### src/rtl/dmem_write_buffer.sv
// Posted-store write buffer between the CPU MEM stage and a req/ack data RAM.
// Optional store-to-load forwarding is enabled by defining DMEM_STORE_FWD_EN.
module dmem_write_buffer #(
    parameter int unsigned DEPTH = 4,
    parameter int unsigned AW    = 16,
    parameter int unsigned DW    = 16
) (
    input  logic                         clock,
    input  logic                         reset,
    input  logic [AW-1:0]                cpu_addr,
    input  logic [DW-1:0]                cpu_wdata,
    input  logic                         cpu_write,
    input  logic                         cpu_read,
    output logic [DW-1:0]                cpu_rdata,
    output logic                         cpu_stall,
    output logic [AW-1:0]                mem_addr,
    output logic [DW-1:0]                mem_wdata,
    output logic                         mem_write,
    output logic                         mem_read,
    input  logic                         mem_ack,
    input  logic [DW-1:0]                mem_rdata,
    output logic [$clog2(DEPTH+1)-1:0]   wbuf_count
);

    localparam int unsigned PW = $clog2(DEPTH);
    localparam int unsigned CW = $clog2(DEPTH + 1);

    typedef enum logic [1:0] {StIdle, StWrite, StRead, StRdone} state_e;

    state_e          state_q, state_d;
    logic [AW-1:0]   fifo_addr_q [DEPTH];
    logic [DW-1:0]   fifo_data_q [DEPTH];
    logic [PW-1:0]   rd_ptr_q, rd_ptr_d, wr_ptr_q, wr_ptr_d;
    logic [CW-1:0]   count_q, count_d;
    logic [AW-1:0]   mem_addr_q, mem_addr_d;
    logic [DW-1:0]   mem_wdata_q, mem_wdata_d;
    logic [DW-1:0]   rdata_q, rdata_d;

    logic full, empty, push, pop, load_req, load_go, load_prio;
    logic fwd_hit;
    logic [DW-1:0] fwd_data;

    assign full     = (count_q == CW'(DEPTH));
    assign empty    = (count_q == '0);
    assign push     = cpu_write && !full;
    assign pop      = (state_q == StWrite) && mem_ack;
    assign load_req = cpu_read && !cpu_write;

`ifdef DMEM_STORE_FWD_EN
    // Scan oldest to youngest so the youngest matching entry wins.
    always_comb begin : p_fwd
        logic [PW-1:0] idx;
        idx      = '0;
        fwd_hit  = 1'b0;
        fwd_data = '0;
        for (int unsigned k = 0; k < DEPTH; k++) begin
            idx = rd_ptr_q + PW'(k);
            if ((CW'(k) < count_q) && (fifo_addr_q[idx] == cpu_addr)) begin
                fwd_hit  = 1'b1;
                fwd_data = fifo_data_q[idx];
            end
        end
    end
    assign load_go   = load_req && !fwd_hit;
    assign load_prio = load_req && !fwd_hit;
`else
    assign fwd_hit   = 1'b0;
    assign fwd_data  = '0;
    assign load_go   = load_req && empty;
    assign load_prio = 1'b0;
`endif

    always_comb begin
        state_d     = state_q;
        rd_ptr_d    = pop  ? rd_ptr_q + PW'(1) : rd_ptr_q;
        wr_ptr_d    = push ? wr_ptr_q + PW'(1) : wr_ptr_q;
        count_d     = count_q + CW'(push) - CW'(pop);
        mem_addr_d  = mem_addr_q;
        mem_wdata_d = mem_wdata_q;
        rdata_d     = rdata_q;
        unique case (state_q)
            StIdle: begin
                if (load_go) begin
                    state_d = StRead;
                end else if (!empty) begin
                    state_d = StWrite;
                end
            end
            StWrite: begin
                if (mem_ack) begin
                    state_d = ((count_q > CW'(1)) && !load_prio) ? StWrite : StIdle;
                end
            end
            StRead: begin
                if (mem_ack) begin
                    state_d = StRdone;
                    rdata_d = mem_rdata;
                end
            end
            StRdone: begin
                state_d = empty ? StIdle : StWrite;
            end
            default: state_d = StIdle;
        endcase
        // Load a new write request from the (post-pop) head; hold otherwise.
        if ((state_d == StWrite) && ((state_q != StWrite) || pop)) begin
            mem_addr_d  = fifo_addr_q[rd_ptr_d];
            mem_wdata_d = fifo_data_q[rd_ptr_d];
        end else if ((state_d == StRead) && (state_q != StRead)) begin
            mem_addr_d = cpu_addr;
        end
    end

    always_ff @(posedge clock) begin
        if (!reset) begin
            state_q     <= StIdle;
            rd_ptr_q    <= '0;
            wr_ptr_q    <= '0;
            count_q     <= '0;
            mem_addr_q  <= '0;
            mem_wdata_q <= '0;
            rdata_q     <= '0;
        end else begin
            state_q     <= state_d;
            rd_ptr_q    <= rd_ptr_d;
            wr_ptr_q    <= wr_ptr_d;
            count_q     <= count_d;
            mem_addr_q  <= mem_addr_d;
            mem_wdata_q <= mem_wdata_d;
            rdata_q     <= rdata_d;
        end
    end

    always_ff @(posedge clock) begin
        if (reset && push) begin
            fifo_addr_q[wr_ptr_q] <= cpu_addr;
            fifo_data_q[wr_ptr_q] <= cpu_wdata;
        end
    end

    always_comb begin
        cpu_stall = 1'b0;
        if (reset) begin
            if (cpu_write) begin
                cpu_stall = full;
            end else if (cpu_read) begin
                cpu_stall = !fwd_hit && (state_q != StRdone);
            end
        end
    end

    assign cpu_rdata  = (load_req && fwd_hit) ? fwd_data : rdata_q;
    assign mem_addr   = mem_addr_q;
    assign mem_wdata  = mem_wdata_q;
    assign mem_write  = (state_q == StWrite);
    assign mem_read   = (state_q == StRead);
    assign wbuf_count = count_q;

endmodule
### config.mk
export PLATFORM = sky130hd
export DESIGN_NAME = dmem_write_buffer
export DESIGN_NICKNAME = d
export VERILOG_FILES = /design/src/rtl/dmem_write_buffer.sv
export SDC_FILE = /design/constraint.sdc
export NUM_CORES = 1
export LEC_CHECK = 0
export CORE_ASPECT_RATIO = 1.2
export CORE_MARGIN = 2
export CORE_UTILIZATION = 50
export CTS_BUF_LIST = sky130_fd_sc_hd__clkbuf_4 sky130_fd_sc_hd__clkbuf_8 sky130_fd_sc_hd__clkbuf_16
export CTS_CLUSTER_SIZE = 12
export DETAILED_ROUTE_END_ITERATION = 7
export GPL_TIMING_DRIVEN = 0
export PLACE_DENSITY = 0.84
export SLEW_MARGIN = 0
export SYNTH_ARGS = -nofsm -noshare
export SYNTH_HDL_FRONTEND = slang
export SYNTH_SLANG_ARGS = --single-unit
### constraint.sdc
create_clock -name clock -period 2.25 [get_ports clock]
set_input_delay 0.45 -clock clock [delete_from_list [all_inputs] [get_ports clock]]
set_output_delay 0.45 -clock clock [all_outputs]
set_load 0.01 [all_outputs]
# [Yosys cells after proc, flatten, opt, wreduce, memory -nomap -nowiden]
# Memory sizes are Yosys's and may differ from the RTL's. A register that Yosys moved wholly into a read port is not among the register bits.
# Index checks and enable logic that the tools add are counted.
[classes] addsub=4 magnitude_cmp=1 eq_ne=9 muxes=15 n_reduce_logical=15
[op_table] operator="16-bit 2-to-1 mux" count=2
[op_table] operator="2-bit 2-to-1 mux" count=5
[op_table] operator="2-bit one-hot mux with 4 select lines" count=1
[op_table] operator="1-bit logical AND" count=7
[op_table] operator="1-bit 2-to-1 mux" count=7
[op_table] operator="2-bit == test (second input constant)" count=3
[op_table] operator="2-bit by 1-bit adder with 2-bit output (second input constant)" count=2
[op_table] operator="2-bit by 1-bit == test with 1-bit output (second input constant)" count=2
[op_table] operator="2-bit inequality test (second input constant)" count=2
[op_table] operator="3-bit by 1-bit adder with 3-bit output" count=1
[op_table] operator="3-bit == test (second input constant)" count=1
[op_table] operator="3-bit by 1-bit > comparator with 1-bit output (second input constant)" count=1
[op_table] operator="1-bit zero test" count=3
[op_table] operator="3-bit zero test" count=1
[op_table] operator="3-bit by 1-bit subtractor with 3-bit output" count=1
[op_table] operator="2-bit zero test" count=1
[op_table] operator="2-bit by 1-bit inequality test with 1-bit output (second input constant)" count=1
[op_table] operator="2-bit AND reduction" count=1
[op_table] operator="2-bit nonzero test" count=1
[op_table] operator="1-bit logical OR" count=1
[totals] reg_bits=41 ramBits=128 output_inout_bits=54 elab_cells=52 mem_count=2
[mem_list] name="fifo_addr_q" words=4 width=16 read_ports=1 rd_clocked_by_memory_dff=0 write_ports=1 line="31" text="logic [AW-1:0] fifo_addr_q [DEPTH];"
[mem_list] name="fifo_data_q" words=4 width=16 read_ports=1 rd_clocked_by_memory_dff=1 write_ports=1 line="32" text="logic [DW-1:0] fifo_data_q [DEPTH];"

# [Longest topological paths before layout]
# Gate-level depths: netlist of the first run.
[logic_depth] ltp_word=9 depth_mapped=10 ltp_nobuf=9

# [Worst setup path after synthesis of the first run]
# No wires, ideal clock.
[synth_path] kind="register to register" startpoint="register state_q[1]" endpoint="register count_q[2], in the netlist wbuf_count[2]" setup_ps=115 t_arrival_ps=2060 path_slack_ps=75 stages_incl_launch_ff=11 path_buffers=2 cell_sequence="dfxtp_1 nand3b_4 inv_2 buf_6 buf_2 ha_1 inv_1 ha_1 fa_1 xnor2_1 and2_1"
[synth_between] elab_chain_len=3
[synth_rtl] item="from (decl)" line="30" text="state_e state_q, state_d;"
[synth_rtl] item="from (signal assigned)" line="116" text="state_q <= StIdle;"
[synth_rtl] item="from (signal assigned)" line="124" text="state_q <= state_d;"
[synth_rtl] item="2-bit by 1-bit == test with 1-bit output" line="46" text="assign pop = (state_q == StWrite) && mem_ack;"
[synth_rtl] item="1-bit logical AND" line="46"
[synth_rtl] item="3-bit by 1-bit subtractor with 3-bit output" line="77" text="count_d = count_q + CW'(push) - CW'(pop);"
[synth_rtl] item="to (signal assigned)" line="127" text="count_q <= count_d;"
[synth_rtl] item="to (decl)" line="34" text="logic [CW-1:0] count_q, count_d;"
# No other way between the ends.
# A chain may end at the register's enable or synchronous reset.

# [Final worst setup path of the first run]
[layout_path] startpoint="input port cpu_write" endpoint="register count_q[2], in the netlist wbuf_count[2]"
[layout_between] elab_chain_len=3
[layout_rtl] item="from (decl)" line="12" text="input logic cpu_write,"
[layout_rtl] item="1-bit logical AND" line="45" text="assign push = cpu_write && !full;"
[layout_rtl] item="3-bit by 1-bit adder with 3-bit output" line="77"
[layout_rtl] item="3-bit by 1-bit subtractor with 3-bit output" line="77"
# No other way between the ends.

==> results by group, run 1 <==
Status
  • Status: finished, final reports clean

Synthesis
  • Mean Syn Cell Area: 12.19 sq um
  • Dominant register cell in the synthesized netlist: sky130_fd_sc_hd__edfxtp_1
  • Post-Synthesis Net Count: 744
  • Syn Std Cell Area: about 8300 sq um
  • Total number of yosys warnings: 0
  • Number of enable flip-flop cells after synthesis: 128
  • Sequential share of the synthesized area: 0.5995
  • Number of distinct library cells after synthesis: 47
  • Syn Inst Count: approximately 680
  • Async set-or-reset flop fraction in the synthesized netlist: 0
  • Yosys reg bits: 185

Worst hold path
  • Endpoint, Worst Hold: mem_wdata[15]
  • Hold Path Cell Cnt: 2
  • Hold path startpoint: mem_wdata[15]
  • Hold Crit Class: reg -> reg

Global routing
  • Met1 Use GR: 0.2854
  • Maximum number of pins on one net before global-route repair: 33
  • Grt met3 use: 0.04324
  • Peak-usage layer in the global routing report: met2
  • Total global routing overflow: 0
  • First-pass GRT wire length: 31430 microns
  • Vias in the first global route: 5893
  • Global Route met2 Usage: 0.4112
  • Antenna violations before repair: 0
  • GR Util All Layers: 0.2371

Clock network
  • Deepest level of the CTS H-tree: 4
  • Sink count of the clock tree: 185
  • CTS tree: done
  • Clock buffer count from CTS: 17
  • Clock transition at the register clock pins on the worst setup and hold paths after CTS: 70 ps
  • Master cell of the clock root buffer: sky130_fd_sc_hd__clkbuf_16
  • Insertion delay of the later-clocked pin in the worst-skew pair: 440 ps
  • Worst-case clock buffer depth: 2

Setup path
  • Buffers and inverters on the worst path: 4
  • R2R Path End: wbuf_count[1]
  • Worst-path cell with the longest stage delay: sky130_fd_sc_hd__clkdlybuf4s50_1
  • Critical-path cell list: clkdlybuf4s50_1 -> o31a_1 -> buf_4 -> inv_1 -> ha_1 -> inv_1 -> ha_1 -> fa_1 -> xnor2_1 -> and2_1
  • Required time at the endpoint of the critical path: 2590 ps
  • Endpoint arrival time on the critical path: 2510 ps
  • Category of the most critical setup path: in -> reg
  • Worst Setup Start Kind: input pin
  • Launch point of the worst reg-to-reg path: state_q[0]
  • Register-to-register path setup slack: 120 ps
  • Worst setup path start: cpu_write
  • Worst path top cell family by delay: adder cells
  • CP peak stage delay: 520 ps
  • Highest fanout seen on the critical path: 7
  • Cell depth of the worst flop-to-flop path: 8
  • Capturing element type of the critical path: flip-flop

Detailed routing
  • Count of TritonRoute iterations in the first routing pass: 6
  • Final Routed Wirelength: between 20000 and 25000 microns
  • Wire length per cell after detailed routing: 20.13 microns
  • Remaining design rule violation count: 0
  • Number of vias per cell after detailed routing: 5.980
  • Antenna-violating nets left: 0
  • Routed vias: 6165
  • Iteration-0 DRC count of the detailed router: 617

Timing
  • Setup repair after global routing missed its margin: no
  • Part of the cycle the worst path needs: 0.9637
  • Actual transition at the worst max-transition pin: 1012 ps
  • Total count of hold-check failures in the final report: 0
  • Count of endpoints failing setup in the final report: 0
  • Fmax: between 0.4 and 0.5 GHz
  • Fin Setup TNS: 0 ps
  • Max-slew headroom at the worst pin: 0.3256
  • Total count of max-transition violations in the final report: 0
  • Worst Skew: 9.935 ps
  • Clock period minus worst slack: 2168 ps

Place
  • GPL Wtd Cong: between 0.8 and 0.9
  • Count of placed standard cells including taps: 1000
  • Buffers on Ports: 106
  • Post-DP HPWL: roughly 14000 microns

Finish
  • Diode count: 0
  • Number of filler cells placed in the layout: 1209
  • Most frequent standard cell in the layout excluding fill and tap cells: sky130_fd_sc_hd__nand2_1
  • Commonest cells after routing, fill and taps aside: 159 x sky130_fd_sc_hd__nand2_1, 128 x sky130_fd_sc_hd__edfxtp_1, 103 x sky130_fd_sc_hd__clkdlybuf4s50_1, 63 x sky130_fd_sc_hd__a21oi_1, 56 x sky130_fd_sc_hd__dfxtp_1
  • Non-filler cells in the finished layout: 1031
  • P&R area growth vs syn: 23.49%
  • Fraction of final layout cells sized beyond drive strength 1: 0.1441
  • Final core occ: 0.6310
  • Nets: 868

Power
  • Post-layout power: 10.71 mW
  • Max rail drop VDD: 747.2 uV
  • Power density cells: 1043 nW/um^2
  • Static leakage power: 3.591 nW

Die
  • Die boundary height: about 150 microns
  • Cell Rows: just over 50
  • Total Die Area: 17680 sq um
  • Floorplan Core Area: approximately 16000 sq um
  • Horiz. Die Dim: 121.7 microns
  • # IOs: 107
  • Starting Density: 0.5110

Job
  • Max cap viols: 0
-- power breakdown --
group | internal [mW] | switching (mW) | total (mW)
clock network | 1.71 | 1.35 | 3.06
logic | 1.48 | 1.87 | 3.35
registers | 4.06 | 0.228 | 4.29
-- tightest hold or removal path: stages, from the launching register on --
cell and delay (ps):
sky130_fd_sc_hd__dfxtp_1 310, sky130_fd_sc_hd__nand2_1 50, sky130_fd_sc_hd__a21boi_1 50
-- routing by layer --
| layer | up-vias | wire (microns) |
|---|---|---|
| li1 | 2759 | - |
| met1 | 3023 | 7860 |
| met2 | 332 | 10900 |
| met3 | 51 | 1413 |
| met4 | 0 | 571 |
| met5 | - | 0 |
-- logic make-up after synthesis --
logic type	Yosys count	share of synthesized area
mux	67	0.1297
xor+xnor	4	0.004213
simple gates	214	0.1144
flops	185	0.5995
buf+inv	59	0.03386
fa+ha+maj	9	0.01445
compound gates	144	0.1038
-- final cells by class --
| cell class | instances | area, sq um | share of cell area |
|---|---|---|---|
| Sequential cell | 185 | 4986 | 0.4856 |
| Multi-Input combinational cell | 438 | 3058 | 0.2978 |
| Timing Repair Buffer | 107 | 1069 | 0.1041 |
| Clock buffer | 19 | 446.7 | 0.04350 |
| Tap cell | 212 | 265.3 | 0.02583 |
| Buffer | 47 | 244.0 | 0.02376 |
| Clock inverter | 13 | 157.7 | 0.01535 |
| Inverter | 10 | 41.29 | 0.004021 |
-- synthesized netlist by cell type (all sizes together) (8+ instances only) --
cell type  instances  area (sq um)
a21oi             63         315.3
o21ai             34         170.2
edfxtp           128          3844
mux2i             20         200.2
mux2              16         180.2
buf               28         162.7
inv                9         33.78
ha                 8         100.1
a311oi            15         131.4
dfxtp             57          1141
a21boi            19         142.6
nand3b            16         132.6
clkbuf            21         81.33
nand3             15         75.07
mux4              31         698.2
nand2            159         596.8
-- what timing repair did --
action / 4_1_cts / 5_1_grt
endpoints found under the setup margin: 131 / 62
buffers inserted: 0 / 1
hold buffers: 0 / 0
resized for setup: 3 / 15
endpoints found under the hold margin: 0 / 0
gates cloned: 0 / 0
pin swaps: 0 / 0
-- stage by stage --
step                hold WS, ps  cell area [sq um]  setup slack [ps]
floorplan                 479.2               8314             75.28
global placement          444.2               9641             -1179
detailed placement        447.1               9646            -706.3
CTS                       458.3              10240            -174.7
global route              478.4              10270             3.530
finish                    459.4              10270             81.68
-- flip-flops by register name, summed over array words and instances, names as in the netlist --
| signal | count |
|---|---|
| cpu_rdata | 16 |
| fifo_addr_q | 64 |
| fifo_data_q | 64 |
| mem_addr | 16 |
| mem_wdata | 16 |
| rd_ptr_q | 2 |
| state_q | 2 |
| wbuf_count | 3 |
| wr_ptr_q | 2 |
-- how the worst max path moves through the flow --
| stage | to | slack [ps] | depth (start not counted) |
|---|---|---|---|
| global route | mem_wdata[10] | 4 | 6 |
| detailed placement | wbuf_count[1] | -710 | 10 |
| finish | wbuf_count[2] | 80 | 10 |
| floorplan | wbuf_count[2] | 80 | 10 |
| CTS | cpu_stall | -170 | 4 |
| global placement | fifo_data_q[3][6] | -1180 | 3 |
Note: power is estimated with default switching activity, not from simulation.
==> run 2, diff against run 1 <==
CORE_UTILIZATION = 57   (was 50)
DONT_BUFFER_PORTS = 1   (was unset)
PLACE_DENSITY = 0.83   (was 0.84)
==> run 2 against run 1 <==
Compared with the run above: worst hold slack got worse by 360 ps; wire length decreased by 0.13%; register-to-register slack about the same; via count decreased by 4.3%; core utilization increased by 1.3 points; critical endpoint is now cpu_stall; largest power group unchanged.
==> results by group, run 2 (same netlist as run 1, synthesis figures left out) <==
Status
  • Status: finished, final reports clean (unchanged)

Timing
  • Count of endpoints failing setup in the final report: 0 (unchanged)
  • Part of the cycle the worst path needs: 0.9794 (was 0.9637)
  • Clock period minus worst slack: 2204 ps (was 2168 ps)
  • Worst Skew: 7.490 ps (was 9.935 ps)
  • Fmax: 0.4538 GHz (was 0.4612 GHz)
  • PnR worst setup slack: 46.24 ps (was 81.68 ps)
  • Setup repair after global routing missed its margin: no (unchanged)
  • Total count of hold-check failures in the final report: 0 (unchanged)
  • Max-slew headroom at the worst pin: 0.3594 (was 0.3256)
  • Total count of max-transition violations in the final report: 0 (unchanged)
  • Actual transition at the worst max-transition pin: 960.9 ps (was 1012 ps)

Worst hold path
  • Hold Crit Class: in -> reg (was reg -> reg)

Finish
  • Most frequent standard cell in the layout excluding fill and tap cells: sky130_fd_sc_hd__nand2_1 (unchanged)
  • Fraction of final layout cells sized beyond drive strength 1: 0.1752 (was 0.1441)
  • Final core occ: 0.6439 (was 0.6310)
  • Commonest cells after routing, fill and taps aside: 159 x sky130_fd_sc_hd__nand2_1, 128 x sky130_fd_sc_hd__edfxtp_1, 63 x sky130_fd_sc_hd__a21oi_1, 55 x sky130_fd_sc_hd__dfxtp_1, 32 x sky130_fd_sc_hd__o21ai_0 (was 159 x sky130_fd_sc_hd__nand2_1, 128 x sky130_fd_sc_hd__edfxtp_1, 103 x sky130_fd_sc_hd__clkdlybuf4s50_1, 63 x sky130_fd_sc_hd__a21oi_1, 56 x sky130_fd_sc_hd__dfxtp_1)
  • P&R area growth vs syn: 11.17% (was 23.49%)
  • Number of filler cells placed in the layout: 997 (was 1209)
  • Biggest regs: fifo_addr_q x64, fifo_data_q x64 (unchanged)
  • Nets: 768 (was 868)
  • Diode count: 0 (unchanged)

Die
  • Die boundary height: 136.3 microns (was 145.3 microns)
  • Horiz. Die Dim: 114.3 microns (was 121.7 microns)
  • Total Die Area: 15570 sq um (was 17680 sq um)
  • Starting Density: 0.5792 (was 0.5110)
  • # IOs: 107 (unchanged)
  • Cell Rows: 48 (was 51)
  • Floorplan Core Area: 14350 sq um (was 16270 sq um)

Global routing
  • GR Util All Layers: 0.2699 (was 0.2371)
  • Vias in the first global route: 5855 (was 5893)
  • Antenna violations before repair: 0 (unchanged)
  • Maximum number of pins on one net before global-route repair: 33 (unchanged)
  • Total global routing overflow: 0 (unchanged)
  • First-pass GRT wire length: 31130 microns (was 31430 microns)

Power
  • Static leakage power: 3.204 nW (was 3.591 nW)
  • Max rail drop VDD: 540.6 uV (was 747.2 uV)
  • Power density cells: 1094 nW/um^2 (was 1043 nW/um^2)

Place
  • Worst slack at placement: -130.5 ps (was -706.3 ps)
  • GPL Wtd Cong: 0.8637 (was 0.8489)
  • Buffers on Ports: 0 (was 106)
  • Post-DP HPWL: 13620 microns (was 13640 microns)

Setup path
  • Required time at the endpoint of the critical path: 1800 ps (was 2590 ps)
  • Highest fanout seen on the critical path: 6 (was 7)
  • Endpoint arrival time on the critical path: 1750 ps (was 2510 ps)
  • Worst Setup Start Kind: flip-flop (was input pin)
  • Category of the most critical setup path: reg -> out (was in -> reg)
  • Capturing element type of the critical path: output pin (was flip-flop)
  • Worst-path cell with the longest stage delay: sky130_fd_sc_hd__dfxtp_1 (was sky130_fd_sc_hd__clkdlybuf4s50_1)
  • Critical-path cell list: inv_1 -> o31a_1 -> buf_4 -> nor2_1 (was clkdlybuf4s50_1 -> o31a_1 -> buf_4 -> inv_1 -> ha_1 -> inv_1 -> ha_1 -> fa_1 -> xnor2_1 -> and2_1)
  • CP peak stage delay: 430 ps (was 520 ps)

Detailed routing
  • Number of vias per cell after detailed routing: 6.598 (was 5.980)
  • Count of TritonRoute iterations in the first routing pass: 5 (was 6)
  • Remaining design rule violation count: 0 (unchanged)
  • Iteration-0 DRC count of the detailed router: 627 (was 617)
  • Final Routed Wirelength: 20720 microns (was 20750 microns)
  • Wire length per cell after detailed routing: 23.18 microns (was 20.13 microns)
  • Antenna-violating nets left: 0 (unchanged)
  • Routed vias: 5899 (was 6165)

Clock network
  • Master cell of the clock root buffer: sky130_fd_sc_hd__clkbuf_16 (unchanged)
  • Sink count of the clock tree: 185 (unchanged)
  • Deepest level of the CTS H-tree: 4 (unchanged)
  • CTS tree: done (unchanged)
  • Clock transition at the register clock pins on the worst setup and hold paths after CTS: 70 ps (about the same)
  • Insertion delay of the later-clocked pin in the worst-skew pair: 440 ps (about the same)
  • Worst-case clock buffer depth: 2 (unchanged)
  • Clock buffer count from CTS: 17 (unchanged)

Job
  • Max cap viols: 0 (unchanged)
==> run 2: changes by cell type in the layout (fill, tap and decap cells not counted), sizes merged <==
cell,previous run,this run
clkbuf,40,39
dlymetal6s2s,2,0
clkinvlp,4,5
clkinv,0,4
clkdlybuf4s50,103,0
inv,17,12
buf,28,34
==> run 2: cell type report <==
| cell class | count | area [sq um] | share of cell area |
|---|---|---|---|
| Sequential cell | 185 | 4987 | 0.5396 |
| Multi-Input combinational cell | 438 | 3072 | 0.3323 |
| Clock buffer | 19 | 446.7 | 0.04833 |
| Buffer | 47 | 242.7 | 0.02626 |
| Tap cell | 175 | 219.0 | 0.02369 |
| Clock inverter | 13 | 143.9 | 0.01557 |
| Timing Repair Buffer | 7 | 90.09 | 0.009747 |
| Inverter | 10 | 41.29 | 0.004467 |
==> run 2: final timing paths <==
path	to	from	cells after the start	slack (ps)
worst max register to register	wbuf_count[1]	wbuf_count[2]	8	120
worst max-delay path	cpu_stall	wbuf_count[2]	4	50
worst min register to register	cpu_rdata[5]	cpu_rdata[5]	2	520
worst min-delay path	fifo_data_q[0][3]	cpu_wdata[3]	0	100
==> run 2: per-stage QoR <==
| stage | total power, mW | setup TNS (ps) | cell area [sq um] | std cells | hold slack [ps] |
|---|---|---|---|---|---|
| finish | 10.11 | 0 | 9243 | 894 | 101.8 |
| floorplan | 6.295 | 0 | 8314 | 682 | 479.2 |
| global route | 10.53 | 0 | 9243 | 894 | 87.36 |
| global placement | 6.932 | -80040 | 8533 | 857 | 503.3 |
| CTS | 10.04 | 0 | 9196 | 892 | 93.86 |
| detailed placement | 7.102 | -282.8 | 8598 | 860 | 511.9 |
==> run 2: timing repair <==
action,in CTS,in global routing
hold buffers,0,0
buffers inserted,1,3
endpoints found under the setup margin,18,22
pin swaps,0,1
gates resized for setup,3,13
==> run 2: layer usage <==
layer  global-route usage  part of all wire  vias to the layer above
met5                    0                 0                        -
met4               0.1382             0.033                        0
met3              0.07089             0.093                       61
met2               0.4679              0.52                      368
met1               0.3073              0.35                     2911
li1                     -                 -                     2559
==> run 2: worst max-delay path, delay by kind of cell (launching register included) <==
family / cells / cell delay, ps
and+or+nand+nor: 1 / 230
buffers and inverters: 2 / 290
DFF: 1 / 430
AOI/OAI and AO/OA: 1 / 370
==> run 2: power breakdown <==
part / internal [mW] / leakage [nW] / switching (mW)
registers: 4.07 / 1.63 / 0.386
clock network: 1.68 / 0.280 / 1.26
logic: 1.06 / 1.29 / 1.65
total: 6.81 / 3.20 / 3.30
==> run 3, diff against run 2 <==
CORE_MARGIN = 4   (was 2)
clock period = 1.8 ns   (was 2.25 ns; I/O delays follow)
==> run 3 against run 2 <==
Compared with the run above: the flow now finishes with violations (setup timing); setup slack worse by 120 ps; power up 45%; via count is 4.7% higher; final area grew 7.8%; combinational power rose by 97%; clock power is 25% higher; highest routed layer unchanged; global-route usage down 0.50 points; sequential power up 27%; count of clock-buffer cells in the layout decreased by 1; sequential cell count is the same; critical endpoint unchanged; wire length is 12% higher.
==> results by group, run 3 (same netlist as run 1, synthesis figures left out) <==
Detailed routing
  • Antenna-violating nets left: 0 (unchanged)
  • Routed vias: 6179 (was 5899)
  • Count of TritonRoute iterations in the first routing pass: 5 (unchanged)
  • Remaining design rule violation count: 0 (unchanged)
  • Iteration-0 DRC count of the detailed router: 818 (was 627)
  • Final Routed Wirelength: 23260 microns (was 20720 microns)
  • Number of vias per cell after detailed routing: 6.790 (was 6.598)
  • Wire length per cell after detailed routing: 25.56 microns (was 23.18 microns)

Setup path
  • CP peak stage delay: 380 ps (was 430 ps)
  • Critical-path cell list: o31a_1 -> buf_4 -> nor2_4 (was inv_1 -> o31a_1 -> buf_4 -> nor2_1)
  • Endpoint arrival time on the critical path: 1510 ps (was 1750 ps)
  • Highest fanout seen on the critical path: 9 (was 6)
  • Worst Setup Start Kind: flip-flop (unchanged)
  • Capturing element type of the critical path: output pin (unchanged)
  • Required time at the endpoint of the critical path: 1440 ps (was 1800 ps)
  • Worst-path cell with the longest stage delay: sky130_fd_sc_hd__dfxtp_4 (was sky130_fd_sc_hd__dfxtp_1)
  • Category of the most critical setup path: reg -> out (unchanged)

Finish
  • Commonest cells after routing, fill and taps aside: 158 x sky130_fd_sc_hd__nand2_1, 128 x sky130_fd_sc_hd__edfxtp_1, 52 x sky130_fd_sc_hd__dfxtp_1, 51 x sky130_fd_sc_hd__a21oi_1, 31 x sky130_fd_sc_hd__mux4_2 (was 159 x sky130_fd_sc_hd__nand2_1, 128 x sky130_fd_sc_hd__edfxtp_1, 63 x sky130_fd_sc_hd__a21oi_1, 55 x sky130_fd_sc_hd__dfxtp_1, 32 x sky130_fd_sc_hd__o21ai_0)
  • Diode count: 0 (unchanged)
  • Most frequent standard cell in the layout excluding fill and tap cells: sky130_fd_sc_hd__nand2_1 (unchanged)
  • Nets: 784 (was 768)
  • Biggest regs: fifo_addr_q x64, fifo_data_q x64 (unchanged)
  • Fraction of final layout cells sized beyond drive strength 1: 0.2925 (was 0.1752)
  • P&R area growth vs syn: 19.86% (was 11.17%)
  • Non-filler cells in the finished layout: 910 (was 894)

Status
  • Status: complete, but fails checks (was finished, final reports clean)
  • Violated checks: setup timing

Timing
  • Tightest hold margin: 13.00 ps (was 101.8 ps)
  • Actual transition at the worst max-transition pin: 831.3 ps (was 960.9 ps)
  • Max-slew headroom at the worst pin: 0.4458 (was 0.3594)
  • Fmax: 0.5342 GHz
  • Count of endpoints failing setup in the final report: 26 (was 0)
  • Fin Setup TNS: -635.6 ps (was 0 ps)
  • PnR worst setup slack: -71.89 ps (was 46.24 ps)
  • Part of the cycle the worst path needs: 1.040
  • Clock period minus worst slack: 1872 ps
  • Total count of max-transition violations in the final report: 0 (unchanged)
  • Setup repair after global routing missed its margin: yes (was no)
  • Total count of hold-check failures in the final report: 0 (unchanged)
  • Worst Skew: 6.688 ps (was 7.490 ps)

Clock network
  • Worst-case clock buffer depth: 2 (unchanged)
  • CTS hold repair buffers: 0 (unchanged)
  • Master cell of the clock root buffer: sky130_fd_sc_hd__clkbuf_16 (unchanged)
  • Sink count of the clock tree: 185 (unchanged)
  • Deepest level of the CTS H-tree: 4 (unchanged)
  • Insertion delay of the later-clocked pin in the worst-skew pair: 440 ps (about the same)
  • CTS tree: done (unchanged)
  • Clock transition at the register clock pins on the worst setup and hold paths after CTS: 70 ps (about the same)
  • Clock buffer count from CTS: 17 (unchanged)

Die
  • Horiz. Die Dim: 118.3 microns (was 114.3 microns)
  • Cell Rows: 48 (unchanged)
  • Floorplan Core Area: 14350 sq um (unchanged)
  • Die boundary height: 140.3 microns (was 136.3 microns)
  • Starting Density: 0.5792 (unchanged)
  • # IOs: 107 (unchanged)
  • Total Die Area: 16590 sq um (was 15570 sq um)

Global routing
  • Maximum number of pins on one net before global-route repair: 33 (unchanged)
  • Total global routing overflow: 0 (unchanged)
  • Antenna violations before repair: 0 (unchanged)
  • First-pass GRT wire length: 33730 microns (was 31130 microns)
  • GR Util All Layers: 0.2649 (was 0.2699)
  • Vias in the first global route: 6352 (was 5855)

Job
  • Max cap viols: 0 (unchanged)

Place
  • Count of placed standard cells including taps: 857 (was 860)
  • Buffers on Ports: 0 (unchanged)
  • Post-DP HPWL: 13610 microns (was 13620 microns)
  • Worst slack at placement: -572.0 ps (was -130.5 ps)
  • GPL Wtd Cong: 0.8179 (was 0.8637)

Power
  • Post-layout power: 14.65 mW (was 10.11 mW)
  • Static leakage power: 3.427 nW (was 3.204 nW)
  • Power density cells: 1470 nW/um^2 (was 1094 nW/um^2)
  • Max rail drop VDD: 950.5 uV (was 540.6 uV)

Worst hold path
  • Hold Crit Class: in -> reg (unchanged)
-- run 3: cell types whose count changed in the layout (fill, tap and decap cells not counted), sizes merged --
cell / before / now
and3: 4 / 7
buf: 34 / 46
inv: 12 / 11
clkinv: 4 / 6
-- run 3: where the power goes --
| group | internal, mW | leakage [nW] | switching [mW] | total, mW |
|---|---|---|---|---|
| clock network | 2.06 | 0.270 | 1.62 | 3.68 |
| logic | 2.55 | 1.52 | 2.78 | 5.33 |
| registers | 5.11 | 1.63 | 0.536 | 5.64 |
-- run 3: through the flow --
stage	utilization	instance area (sq um)
2_1_floorplan	-	8353
3_3_place_gp	0.5972	8572
3_5_place_dp	0.5972	8572
4_1_cts	0.6611	9489
5_1_grt	0.6943	9966
6_report	0.6943	9966
-- run 3: area by class of cell --
cell class,count,area (sq um)
clock buffers,18,432.9
clock inverters,14,150.1
well taps,175,219.0
flip-flops and latches,185,5004
inverters,10,47.55
repair buffers,22,304.0
plain buffers,45,372.9
fillers,890,4388
multi-input cells,441,3436
-- run 3: repair_timing --
action                                  in CTS  in global routing
pin swaps                                   14                 23
gates cloned                                 0                  8
endpoints found under the setup margin     163                173
setup buffers                               10                  7
gates resized for setup                     72                113
-- run 3: critical path: cells and delay by family (launching register included) --
kind,cells,cell delay (ps)
DFF,1,380
AOI/OAI and AO/OA,1,340
buffers and inverters,1,200
and+or+nand+nor,1,150
-- run 3: path summary, 6_finish.rpt --
| path | from | to | slack, ps | cells after the start |
|---|---|---|---|---|
| max | wbuf_count[1] | cpu_stall | -70 | 3 |
| min | cpu_addr[2] | fifo_addr_q[1][2] | 10 | 0 |
| max reg2reg | wbuf_count[1] | wbuf_count[1] | -60 | 7 |
| min reg2reg | cpu_rdata[5] | cpu_rdata[5] | 520 | 2 |
-- run 3: per-layer routing --
metal | vias up | part of all wire | global-route usage
met5 | - | 0 | 0
met4 | 0 | 0.046 | 0.1444
met3 | 96 | 0.10 | 0.07229
met2 | 429 | 0.52 | 0.4616
met1 | 3059 | 0.34 | 0.2944
li1 | 2595 | - | -
